==> src/rtl/cpu_datapath.sv <==
// Datapath for the simple CPU: 8-entry register file, A/B operand registers,
// shifter, ALU, the C result register and the Z/N/V status register.
module cpu_datapath #(
  parameter int W = 16
) (
  input  logic         clk,
  input  logic         reset,
  input  logic [2:0]   readnum,
  input  logic [2:0]   writenum,
  input  logic         write,
  input  logic [1:0]   vsel,
  input  logic         loada,
  input  logic         loadb,
  input  logic         asel,
  input  logic         bsel,
  input  logic [1:0]   shift,
  input  logic [1:0]   ALUop,
  input  logic         loadc,
  input  logic         loads,
  input  logic [W-1:0] sximm5,
  input  logic [W-1:0] sximm8,
  input  logic [W-1:0] mdata,
  output logic [W-1:0] datapath_out,
  output logic         Z_out,
  output logic         N_out,
  output logic         V_out
);

  logic [W-1:0] regs [8];
  logic [W-1:0] areg, breg, creg;
  logic [2:0]   status;

  logic [W-1:0] rdata, wdata, sout, ain, bin, alures;
  logic         zflag, nflag, vflag;

  // Register-file read has no bypass: a same-cycle write is seen only next cycle.
  always_comb begin
    rdata = regs[readnum];
  end

  always_comb begin
    case (vsel)
      2'b00:   wdata = creg;
      2'b01:   wdata = sximm8;
      2'b10:   wdata = mdata;
      default: wdata = '0;
    endcase
  end

  always_comb begin
    case (shift)
      2'b00:   sout = breg;
      2'b01:   sout = {breg[W-2:0], 1'b0};
      2'b10:   sout = {1'b0, breg[W-1:1]};
      default: sout = {breg[W-1], breg[W-1:1]};
    endcase
  end

  always_comb begin
    ain = asel ? '0 : areg;
    bin = bsel ? sximm5 : sout;
  end

  // Overflow is only meaningful for add/sub; logical ops always clear it.
  always_comb begin
    alures = '0;
    vflag  = 1'b0;
    case (ALUop)
      2'b00: begin
        alures = ain + bin;
        vflag  = (ain[W-1] == bin[W-1]) && (alures[W-1] != ain[W-1]);
      end
      2'b01: begin
        alures = ain - bin;
        vflag  = (ain[W-1] != bin[W-1]) && (alures[W-1] != ain[W-1]);
      end
      2'b10: alures = ain & bin;
      default: alures = ~bin;
    endcase
    zflag = (alures == '0);
    nflag = alures[W-1];
  end

  always_ff @(posedge clk) begin
    if (reset) begin
      for (int i = 0; i < 8; i++) regs[i] <= '0;
      areg   <= '0;
      breg   <= '0;
      creg   <= '0;
      status <= '0;
    end else begin
      if (write) regs[writenum] <= wdata;
      if (loada) areg <= rdata;
      if (loadb) breg <= rdata;
      if (loadc) creg <= alures;
      if (loads) status <= {zflag, nflag, vflag};
    end
  end

  assign datapath_out = creg;
  assign Z_out        = status[2];
  assign N_out        = status[1];
  assign V_out        = status[0];

endmodule

==> config.mk <==
export PLATFORM = sky130hd
export DESIGN_NAME = cpu_datapath
export DESIGN_NICKNAME = d
export VERILOG_FILES = /design/src/rtl/cpu_datapath.sv
export SDC_FILE = /design/constraint.sdc
export NUM_CORES = 1
export LEC_CHECK = 0
export CAP_MARGIN = 20
export CORE_MARGIN = 2
export CORE_UTILIZATION = 40
export CTS_CLUSTER_SIZE = 20
export DETAILED_ROUTE_END_ITERATION = 8
export PLACE_DENSITY_LB_ADDON = 0.25
export SLEW_MARGIN = 20
export SYNTH_ARGS = -nofsm -noshare
export SYNTH_HDL_FRONTEND = slang
export SYNTH_SLANG_ARGS = --single-unit
==> constraint.sdc <==
create_clock -name clk -period 10.3 [get_ports clk]
set_input_delay 2.06 -clock clk [delete_from_list [all_inputs] [get_ports clk]]
set_output_delay 2.06 -clock clk [all_outputs]
set_load 0.005 [all_outputs]
# Word level (Yosys, flattened, before mapping)
# Memory sizes are Yosys's and may differ from the RTL's.
# Cells that the tools add are included.
dict set report word_totals {
  register_bits 51
  ramBits 128
  in_bits 69
  output_inout_bits 19
  memories 1
}
dict set report op_classes {
  addsub 2
  n_eq_ne 10
  muxes 14
  n_bitwise 2
  reduce_logical 7
}
# name words width rd rd_ports_with_merged_regs write_ports line_no
set memory_table {}
lappend memory_table {regs 8 16 1 0 8 29} ;# logic [W-1:0] regs [8];
# cell count
set op_table {}
lappend op_table {{$pmux W16 S3} 3}
lappend op_table {{$mux W16} 3}
lappend op_table {{$add A16 B16 Y16} 1}
lappend op_table {{$and A16 B16 Y16} 1}
lappend op_table {{$logic_not A16 Y1} 1}
lappend op_table {{$not A16 Y16} 1}
lappend op_table {{$reduce_or A16 Y1} 1}
lappend op_table {{$sub A16 B16 Y16} 1}
lappend op_table {{$eq A2 B1 Y1 const B} 3}
lappend op_table {{$eq A2 B2 Y1 const B} 3}
lappend op_table {{$logic_not A2 Y1} 3}
lappend op_table {{$mux W1} 6}
lappend op_table {{$mux W3} 1}
lappend op_table {{$ne A1 B1 Y1} 3}
lappend op_table {{$logic_and A1 B1 Y1} 2}
lappend op_table {{$pmux W1 S2} 1}
lappend op_table {{$eq A1 B1 Y1} 1}

# Logic depth before layout (Yosys ltp)
dict set report logic_depth {
  word_depth 7
  ltp_mapped 17
  depth_no_buf 15
}

# Worst setup path before layout
# Ideal clock, no wire load.
dict set report synth_timing {
  path_kind {in2reg}
  start {input port shift[0]}
  end {register status[2]}
  arrival_ns 5.232
  t_required_ns 10.242
  slack_ns 5.010
  stages 17
  n_path_buf 2
  cell_sequence {buf_4 buf_6 nor3b_1 a211o_1 and2_1 ha_1 inv_1 fa_1 nand2b_1 a211o_1 a21o_1 o31a_1 a211oi_2 xnor2_1 o2111ai_1 a2111oi_2 a21o_1}
}
dict set report synth_via {
  elab_chain_len 6
  word_cells_on_any_way 11
  cone_classes {add/sub: 2; eq/ne: 2; mux: 3; bitwise: 2; reduce/logical: 2}
}
# item line_no
set synth_lines {}
lappend synth_lines {{from (decl)} 16} ;# input logic [1:0] shift,
lappend synth_lines {{$eq A2 B2 Y1 (tied with other cells)} 51} ;# case (shift)
lappend synth_lines {{$pmux W16 S3 (*)} 51}
lappend synth_lines {{$mux W16 (*)} 61} ;# bin = bsel ? sximm5 : sout;
lappend synth_lines {{$sub A16 B16 Y16 (tied with other cells)} 74} ;# alures = ain - bin;
lappend synth_lines {{$pmux W16 S3 (*)} 68} ;# case (ALUop)
lappend synth_lines {{$logic_not A16 Y1 (*)} 80} ;# zflag = (alures == '0);
lappend synth_lines {{to (signal assigned)} 96} ;# if (loads) status <= {zflag, nflag, vflag};
lappend synth_lines {{to (decl)} 31} ;# logic [2:0] status;
# Every way passes the cells marked *; elsewhere a longest branch is shown, timed or not.
# A chain may end at the register's enable or synchronous reset.

# Final worst setup path
# Ends and elaborated chain as after synthesis.

==> metrics.md <==
| Metric | Value |
|---|---|
| Final setup violation count | `0` |
| Max Slew Vio Count | `0` |
| Static leakage power | `0.00457 µW` |
| Critical Path Start Type | `input port` |
| Via-per-instance ratio | `5.59` |
| Worst-path cell chain | `clkdlybuf4s50_1 > mux2i_1 > o21ai_1 > mux2i_1 > inv_1 > ha_1 > a211oi_1 > o211ai_1 > a41oi_1 > a211oi_1 > a211oi_1 > o2111ai_1 > a2111oi_2 > a21o_1` |
| Count of nets after finishing | `1141` |
| Starting density of the core | `40.6%` |
| Start point of the worst min-delay path | `status[0]` |
| Max-cap viol count | `0` |
| CTS Hold Buffers Added | `0` |
| Share of the clock period used by the worst path after layout | `61.0%` |
| Via count of the first global-routing pass | `between 7000 and 8000` |
| Ports | `a little under 90` |
| Source-to-sink clock delay at the later pin of the worst-skew pair | `430 ps` |
| Slowest Stage Delay on Critical Path | `1110 ps` |
| Area of the core | `about 0.025 mm²` |
| CP Capture Type | `flop` |
| Synth top area share | `37.7%` |
| Most used cell along the critical path | `sky130_fd_sc_hd__a211oi_1` |
| Worst flop-to-flop path endpoint | `status[2]` |
| Hold/Removal Path Class | `flop to flop` |
| Worst setup path start | `shift[0]` |
| Clock tree root driver cell | `sky130_fd_sc_hd__clkbuf_16` |
| Wire length of the first global-routing pass | `42600 µm` |
| Combinational share of power | `17.5%` |
| Mean routed wirelength per cell | `20.4 µm` |
| Peak supply drop | `0.000116 V` |
| Antenna Violating Nets Remaining | `0` |
| Number of post-CTS setup repair buffers | `0` |
| Max FO, Critical Path | `17` |
| Total wirelength of the detailed-routed design | `between 20000 and 30000 µm` |
| Area enclosed by the die boundary | `0.0267 mm²` |
| Sum of buffers and inverters on the critical path | `2` |
| Remaining global-route overflow | `0` |
| Capturing instance or port of the critical path | `status[2]` |
| Placed inst area | `roughly 0.011 mm²` |
| Clk sinks | `179` |
| Worst Setup Slack, final | `between 4000 and 5000 ps` |
| RSZ-0062 raised after global routing | `no` |
| DIE WIDTH | `164 µm` |
| Cell Int Power | `~1400 µW` |
| All-Layer GR Usage | `21.3%` |
| Measured slew at the worst slew-check pin | `between 1000 and 1500 ps` |
| Overall Power | `1830 µW` |
| Gate count of the mapped netlist | `between 900 and 1000` |
| Total standard cell area after synthesis | `0.0102 mm²` |
| Die boundary height | `164 µm` |
| Category of the critical setup timing path | `input port to flop` |
| TritonCTS clock tree | `yes` |
| Final worst clock skew | `9.58 ps` |
| Row cnt | `58` |
| Worst Path Arrival | `about 6700 ps` |
| Crit-path leading delay family | `compound AO/OA/AOI/OAI gates` |
| Cell count of the worst hold path | `2` |
| Net count after synthesis | `1091` |
| Switching Fraction | `26.2%` |
| Number of buffer cells added on primary ports | `87` |
| Final min period | `6280 ps` |
| Final Hold Violating Endpoints | `0` |
| Number of buffers on the longest clock path | `2` |
| Remaining routing DRC violations | `0` |
| Final total negative setup slack | `0 ps` |
| Worst R2R Start | `breg[0]` |
| Antenna violations before repair | `0` |
| Count of different cell masters after synthesis | `65` |
| Sequential area share after synthesis | `47.8%` |
| Share of final-layout standard cells stronger than drive strength 1 | `a little under a tenth` |
| Cell types occupying the most area after synthesis | `sky130_fd_sc_hd__edfxtp_1, sky130_fd_sc_hd__dfxtp_1, sky130_fd_sc_hd__nor2_1` |
| Worst rel slew slack | `29.7%` |
| Power density over the cells | `approximately 150 mW/mm²` |
| Number of buffers added by the clock tree synthesis step | `17` |
| Fraction of power consumed by sequential logic | `between 40 and 50%` |
| Post-CTS resize count | `0` |
| Async set-or-reset flop fraction in the synthesized netlist | `0%` |
| HPWL after detailed placement | `19200 µm` |
| Maximum number of pins on one net before global-route repair | `52` |
| Switching power total | `479 µW` |
| Non-Filler Cell Area, Final | `0.0119 mm²` |
| Worst Path Required | `10680 ps` |
| Number of logic stages on the critical path including buffering | `14` |
| Deepest level of the CTS H-tree | `4` |
| Detailed-route via count | `a little under 8000` |
| Clk pwr share | `37.2%` |
| Run status | `finished clean` |
| Maximum clock rate | `159 MHz` |
| Top cell type by total area after synthesis | `sky130_fd_sc_hd__edfxtp_1` |
| Number of warnings reported in the yosys synthesis log | `0` |
| Total of fill cells in the finished design | `2350` |
| Slowest stage cell, crit path | `sky130_fd_sc_hd__clkdlybuf4s50_1` |
| Antenna diodes | `0` |
| Routability cong. | `0.856` |
| Count of flip-flops with a built-in enable after synthesis | `around 130` |
| Most used flip-flop cell after synthesis | `sky130_fd_sc_hd__edfxtp_1` |
| Clock transition at path regs | `70 ps` |
| DR pass1 iterations | `5` |
| Depth of the worst register-to-register path | `15` |
| Worst slack at placement | `roughly 3600 ps` |
| Internal reg-to-reg setup slack | `6430 ps` |
| Layout-stage area growth over the synthesis result | `16.7%` |
| Syn_area_per_cell | `about 10 µm²` |
| Iteration-0 DRC count of the detailed router | `670` |
| Yosys reg bits | `179` |
through the flow:
stage          hold slack (ps)  instances  utilization (%)
6_report                   477       1380             47.3
4_1_cts                    484       1380             47.4
3_5_place_dp               474       1349             44.8
5_1_grt                    499       1380             47.3
2_1_floorplan              451        988                -
3_3_place_gp               468       1349             44.8
registers in the layout (all words and copies together), names as in the netlist:
register / cells
datapath_out: 16
status: 3
breg: 16
regs: 128
areg: 16
power groups by stage:
stage	Clock (µW)	Sequential [µW]	Combinational, µW
final	682	829	321
after global routing	715	833	351
after CTS	689	830	320
after detailed placement	0	845	318
after global placement	0	844	318
after floorplan	0	834	216
cell usage in the layout (no fill, tap or decap), types with 11 or more instances in the layout:
cell type,n
sky130_fd_sc_hd__nor2_1,221
sky130_fd_sc_hd__nand3_1,12
sky130_fd_sc_hd__ha_1,32
sky130_fd_sc_hd__clkbuf_16,22
sky130_fd_sc_hd__edfxtp_1,128
sky130_fd_sc_hd__o21ai_0,25
sky130_fd_sc_hd__nand2_1,54
sky130_fd_sc_hd__inv_1,29
sky130_fd_sc_hd__mux2i_1,69
sky130_fd_sc_hd__a21oi_1,51
sky130_fd_sc_hd__dfxtp_1,51
sky130_fd_sc_hd__a21o_1,11
sky130_fd_sc_hd__clkdlybuf4s50_1,83
sky130_fd_sc_hd__o21ai_1,11
sky130_fd_sc_hd__a211oi_1,43
sky130_fd_sc_hd__nor3_1,11
sky130_fd_sc_hd__nand2b_1,11
sky130_fd_sc_hd__nor2b_1,26
sky130_fd_sc_hd__mux4_2,32
worst min-delay path by stage:
stage	endpoint	slack, ps
floorplan	status[2]	450
finish	status[0]	480
CTS	status[0]	480
global placement	status[1]	470
global route	status[0]	500
detailed placement	status[0]	470
cell type report:
| cell class | instances | area (µm²) | area share, % |
|---|---|---|---|
| timing repair buffer | 97 | 926 | 7.79 |
| clock inverter | 8 | 77.6 | 0.653 |
| multi-input combinational | 710 | 4910 | 41.3 |
| inverter | 33 | 124 | 1.04 |
| clock buffer | 23 | 564 | 4.75 |
| sequential | 179 | 4860 | 40.9 |
| tap | 330 | 413 | 3.48 |
layer usage:
| metal | part of all wire, % | routed length [µm] | track usage (%) |
|---|---|---|---|
| met1 | 45 | 12700 | 30.0 |
| met2 | 47 | 13200 | 34.6 |
| met3 | 6.0 | 1690 | 2.18 |
| met4 | 2.2 | 607 | 6.82 |
| met5 | 0 | 0 | 0 |
cell usage after synthesis (4+ instances only):
| library cell | count |
|---|---|
| sky130_fd_sc_hd__a31oi_1 | 7 |
| sky130_fd_sc_hd__mux2i_1 | 69 |
| sky130_fd_sc_hd__or2_2 | 5 |
| sky130_fd_sc_hd__nor2b_1 | 26 |
| sky130_fd_sc_hd__o211a_1 | 4 |
| sky130_fd_sc_hd__edfxtp_1 | 128 |
| sky130_fd_sc_hd__xor2_1 | 4 |
| sky130_fd_sc_hd__a21o_1 | 11 |
| sky130_fd_sc_hd__buf_2 | 16 |
| sky130_fd_sc_hd__a211o_1 | 5 |
| sky130_fd_sc_hd__dfxtp_1 | 51 |
| sky130_fd_sc_hd__nor3_1 | 11 |
| sky130_fd_sc_hd__nand2_1 | 54 |
| sky130_fd_sc_hd__a21oi_1 | 51 |
| sky130_fd_sc_hd__clkbuf_1 | 43 |
| sky130_fd_sc_hd__o211ai_1 | 7 |
| sky130_fd_sc_hd__or3_1 | 6 |
| sky130_fd_sc_hd__ha_1 | 32 |
| sky130_fd_sc_hd__nor2_1 | 221 |
| sky130_fd_sc_hd__nor3b_1 | 5 |
| sky130_fd_sc_hd__a211oi_1 | 43 |
| sky130_fd_sc_hd__nand3_1 | 12 |
| sky130_fd_sc_hd__o21ai_1 | 11 |
| sky130_fd_sc_hd__buf_1 | 4 |
| sky130_fd_sc_hd__inv_1 | 29 |
| sky130_fd_sc_hd__o21ai_0 | 25 |
| sky130_fd_sc_hd__mux4_2 | 32 |
| sky130_fd_sc_hd__and3_1 | 5 |
| sky130_fd_sc_hd__xnor2_1 | 4 |
| sky130_fd_sc_hd__nand2b_1 | 11 |
worst reg2reg max path, cell delays in order (launching register included):
cell                        delay, ps
sky130_fd_sc_hd__dfxtp_1          380
sky130_fd_sc_hd__nor3b_1          190
sky130_fd_sc_hd__a211o_1          140
sky130_fd_sc_hd__and2_1           160
sky130_fd_sc_hd__ha_1             200
sky130_fd_sc_hd__inv_1             70
sky130_fd_sc_hd__fa_1             450
sky130_fd_sc_hd__nand2b_1         180
sky130_fd_sc_hd__a211o_1          320
sky130_fd_sc_hd__nor3b_1          170
sky130_fd_sc_hd__o21ai_0          180
sky130_fd_sc_hd__a31oi_1          140
sky130_fd_sc_hd__nor4_1           530
sky130_fd_sc_hd__o2111ai_1        230
sky130_fd_sc_hd__a2111oi_2        370
sky130_fd_sc_hd__a21o_1           110
cell families (layout without fill, tap and decap cells):
| family | count (synthesis) | count (layout) | synth area share (%) |
|---|---|---|---|
| adder cells (fa/ha/maj) | 34 | 34 | 4.33 |
| buffers and inverters | 99 | 161 | 3.99 |
| XOR/XNOR | 8 | 8 | 0.688 |
| AO/OA/AOI/OAI | 194 | 194 | 13.0 |
| flip-flops | 179 | 179 | 47.8 |
| multiplexers | 104 | 104 | 14.2 |
| AND/OR/NAND/NOR | 370 | 370 | 16.0 |
Note: power is estimated with default switching activity, not from simulation.
==> edit 1 (same settings) <==
Change the parameter `W` from 16 to 32.
--- a/src/rtl/cpu_datapath.sv
+++ b/src/rtl/cpu_datapath.sv
@@ -1,7 +1,7 @@
 // Datapath for the simple CPU: 8-entry register file, A/B operand registers,
 // shifter, ALU, the C result register and the Z/N/V status register.
 module cpu_datapath #(
-  parameter int W = 16
+  parameter int W = 32
 ) (
   input  logic         clk,
   input  logic         reset,
Ports: changed (resized datapath_out, mdata, sximm5 and sximm8); port bits go from 88 to 152. No check against the original RTL was run, so the function may have changed too.
==> edit 1 against the original RTL <==
- register-to-register slack lost 940 ps
- setup slack got worse by 720 ps
- synthesized area increased by 100%
- critical path depth grew 3
- count of clock-buffer cells in the layout rose by 25
- sequential cell count up 176
- combinational power is 120% higher
- wire length is 140% higher
- non-clock buffer count grew 83
- final area rose by 100%
- power is 99% higher
- largest power group unchanged
==> edit 1: results (changes against the original RTL) <==
status:
  status: "finished, final reports clean"
grt:
  grt_pass1_vias: 15870  # +120%
  grtUsageTotal_pct: 24.96  # +3.7 points
  grt_max_degree: 65  # +25%
  grt_pass1_wl_microns: 100900  # +140%
detailed_routing:
  drt-pass1-iter-count: 7  # +2
synthesis:
  ys_top_cells_by_count: "466 x nor2_1, 256 x edfxtp_1, 120 x a21oi_1, 119 x mux2i_1, 103 x clkbuf_1"
  synth-edff-count: 256  # +100%
  yosysSeqAreaShare_pct: 46.89  # -0.89 points
timing:
  skew_ps: 13.18  # +3.593 ps
critical_path:
  worstPathArrival_ps: 7470  # +810 ps
  r2r_slack_ps: 5490  # -940 ps
  worst_path_max_delay_cell: "buf_2"
  cp-startpoint: "bsel"
placed_design:
  port_buffers: 151  # +74%
  place_hpwl_microns: 46980  # +140%
  gp_congestion: 0.9472  # +11%
  placed_cell_area_sq_um: 22560  # +100%
clock_network:
  cts_made_buffers: 36  # +19
  insertion_delay_ps: 520  # +90 ps
  clock_path_buffers: 3  # +1
  htree_levels: 2  # -2
pwr:
  p_leak_nw: 8.775  # +92%
layout:
  largest_register_ffs: 256  # +100%
  fin_nets: 2292  # +100%
==> edit 1: cell families after synthesis <==
family	count (synthesis)	synth area share [%]
adder cells (fa/ha/maj)	66	4.077
multiplexers	199	13.80
flip-flops	355	46.89
buffers and inverters	214	4.047
AND/OR/NAND/NOR	764	16.38
AO/OA/AOI/OAI	424	14.08
XOR/XNOR	17	0.7220
==> edit 1: layout make-up <==
type	count	area (sq um)
clock buffers	48	980.9
inverters	66	247.7
repair buffers	180	1674
well taps	680	850.8
flip-flops and latches	355	9669
clock inverters	13	158.9
fillers	4868	27390
multi-input cells	1470	10130
==> edit 1: worst register-to-register path, delay by kind of cell, from the launching register on <==
kind,cells,cell delay [ps]
adder cells (fa/ha/maj),1,330
multiplexers,1,140
buffers and inverters,1,140
AO/OA/AOI/OAI,12,3770
flip-flops,1,330
==> edit 1: metal layers <==
layer	routed length, microns	GRT usage, %	vias up	part of all wire (%)
met5	0	0	-	0
met4	1646	6.573	0	2.4
met3	3733	2.498	85	5.5
met2	31730	41.08	585	47
met1	30200	35.27	8202	45
li1	-	-	7612	-
==> edit 1: worst min-delay path by stage <==
stage                   from  endpoint  slack, ps  cells past startpoint
floorplan           areg[10]  areg[10]        460                      2
global placement     areg[4]   areg[4]        470                      2
detailed placement   areg[9]   areg[9]        470                      2
CTS                  areg[9]   areg[9]        480                      2
global route         areg[2]   areg[2]        500                      2
finish               areg[9]   areg[9]        480                      2
==> edit 1: power by group <==
group,internal [mW],switching [mW],total [mW]
logic,0.268,0.434,0.702
registers,1.60,0.0449,1.65
clock network,0.767,0.528,1.29
==> edit 1: through the flow <==
step / util [%] / cells
after floorplan: - / 2039
after global placement: 44.15 / 2751
after detailed placement: 44.16 / 2751
after CTS: 46.39 / 2812
after global routing: 46.40 / 2812
final: 46.40 / 2812
==> edit 2 (same flow settings) <==
Made on the original files. Make the reset (`reset`) asynchronous in one clocked block.
--- a/src/rtl/cpu_datapath.sv
+++ b/src/rtl/cpu_datapath.sv
@@ -81,7 +81,7 @@
     nflag = alures[W-1];
   end
 
-  always_ff @(posedge clk) begin
+  always_ff @(posedge clk or posedge reset) begin
     if (reset) begin
       for (int i = 0; i < 8; i++) regs[i] <= '0;
       areg   <= '0;
Behaviour: differs if reset is asserted again (counterexample within 4 cycles, from zero or initial values and one cycle with reset high); with reset held inactive, the same outputs for 4 cycles.
==> edit 2 against the original RTL <==
- synthesized area fell by 0.12%
- worst hold slack got worse by 2.2 ps
- first-iteration DRC count fell by 8.4%
- via count rose by 2.7%
- final area rose by 0.78%
- setup slack got worse by 2.2 ps
- utilization rose by 0.51 points
- global-route usage rose by 0.20 points
- sequential cell count did not move
- critical endpoint is now datapath_out[15]
- register-to-register slack got worse by 40 ps
- largest cell class unchanged
- wire length fell by 1.3%
Power is not compared: it rests on default switching activity, and its combinational part moved more than twofold at a synthesized area within 25%.
==> edit 2: results (changes against the original RTL) <==
synthesis:
  syn_nets: 1176  # +7.8%
  yosysSeqAreaShare_pct: 44.05  # -3.7 points
  synth_cell_types: 64  # -1.5%
  async_reset_ff_share_pct: 100.0  # +100 points
  ys_top_cells_by_count: "179 x dfrtp_1, 153 x a21oi_1, 153 x nor2_1, 98 x nand2_1, 91 x o21ai_0"
  ys_top_cells_by_area: "dfrtp_1 44%, a21oi_1 7.5%, mux4_2 7.3%"
  yosys_warnings: 0  # unchanged
  synth_top_cell_area_share_pct: 44.05  # +6.3 points
grt:
  grtUsageTotal_pct: 21.49  # +0.20 points
  grt_pass1_wl_microns: 43770  # +2.6%
  grt_pass1_vias: 7703  # +6.3%
  grt_max_degree: 101  # +94%
timing:
  setup_viol: 0  # unchanged
  skew_ps: 10.35  # +0.7703 ps
  slew_headroom_pct: 32.07  # +2.3 points
layout:
  drive_above_1_share_pct: 10.37  # +0.85 points
  largest_register_ffs: 128  # unchanged
critical_path:
  slowest_delay_ps: 1040  # -70 ps
  worstPathArrival_ps: 6590  # -70 ps
detailed_routing:
  dr.first_iter.drc_count: 614  # -8.4%
  dr_total_vias: 7925  # +2.7%
  wl_per_cell_microns: 18.96  # -7.2%
placed_design:
  place_hpwl_microns: 19220  # -0.13%
  preCtsSetupSlack_ps: 3603  # +6.710 ps
  gp_congestion: 0.8964  # +4.7%
  port_buffers: 87  # unchanged
pwr:
  p_leak_nw: 5.165
status:
  status: "finished, final reports clean"
==> edit 2: worst paths after layout <==
path                            startpoint          endpoint  slack (ps)
worst max-delay path              shift[0]  datapath_out[15]        4010
worst max register to register     breg[2]  datapath_out[15]        6390
min in group asynchronous            reset           breg[1]        2200
max in group asynchronous            reset          regs[12]        6860
worst min-delay path               regs[2]           regs[2]         470
worst min register to register     regs[2]           regs[2]         470
==> edit 2: kinds of logic (layout without fill, tap and decap cells) <==
| family | after synthesis | count (layout) | share of synthesized area (%) |
|---|---|---|---|
| adder cells (fa/ha/maj) | 33 | 33 | 4.208 |
| AND/OR/NAND/NOR | 325 | 325 | 14.12 |
| multiplexers | 110 | 110 | 15.08 |
| XOR/XNOR | 11 | 11 | 0.9474 |
| buffers and inverters | 111 | 175 | 4.306 |
| AO/OA/AOI/OAI | 305 | 305 | 17.29 |
| flip-flops | 179 | 179 | 44.05 |
==> edit 2: final cells by class <==
class	instances	area, sq um
well taps	330	412.9
fillers	2398	13060
multi-input cells	784	5275
clock buffers	23	478.0
clock inverters	8	173.9
flip-flops and latches	179	4479
inverters	40	155.1
repair buffers	104	998.5
==> edit 2: metrics by stage <==
stage	std cells	instance area [sq um]	hold slack (ps)	util [%]
3_3_place_gp	1436	11300	456.9	45.15
5_1_grt	1468	11970	496.4	47.82
4_1_cts	1467	11960	480.1	47.75
6_report	1468	11970	474.8	47.82
2_1_floorplan	1074	10170	444.6	-
3_5_place_dp	1436	11300	465.9	45.15
==> edit 2: power by group through the flow <==
stage | clock network (mW) | registers (mW) | logic (mW)
final | 0.712 | 0.977 | 0.674
after global routing | 0.751 | 0.997 | 0.757
after detailed placement | 0 | 0.986 | 0.672
after CTS | 0.724 | 0.976 | 0.675
after global placement | 0 | 0.980 | 0.661
after floorplan | 0 | 0.941 | 0.477
==> edit 2: worst reg2reg max path: cells and delay by family (launching register included) <==
| kind | cells | cell delay [ps] |
|---|---|---|
| flops | 1 | 430 |
| mux | 2 | 550 |
| xor+xnor | 1 | 170 |
| buf+inv | 1 | 80 |
| compound gates | 7 | 1360 |
| simple gates | 3 | 780 |
| fa+ha+maj | 1 | 440 |
==> edit 2: routing by layer <==
layer | share of wire [%] | routed length (microns) | vias up | global-route usage, %
met5 | 0 | 0 | - | 0
met4 | 1.7 | 486 | 0 | 6.021
met3 | 4.1 | 1145 | 29 | 2.996
met2 | 47 | 13050 | 168 | 35.12
met1 | 47 | 13160 | 3844 | 30.00
li1 | - | - | 3884 | -
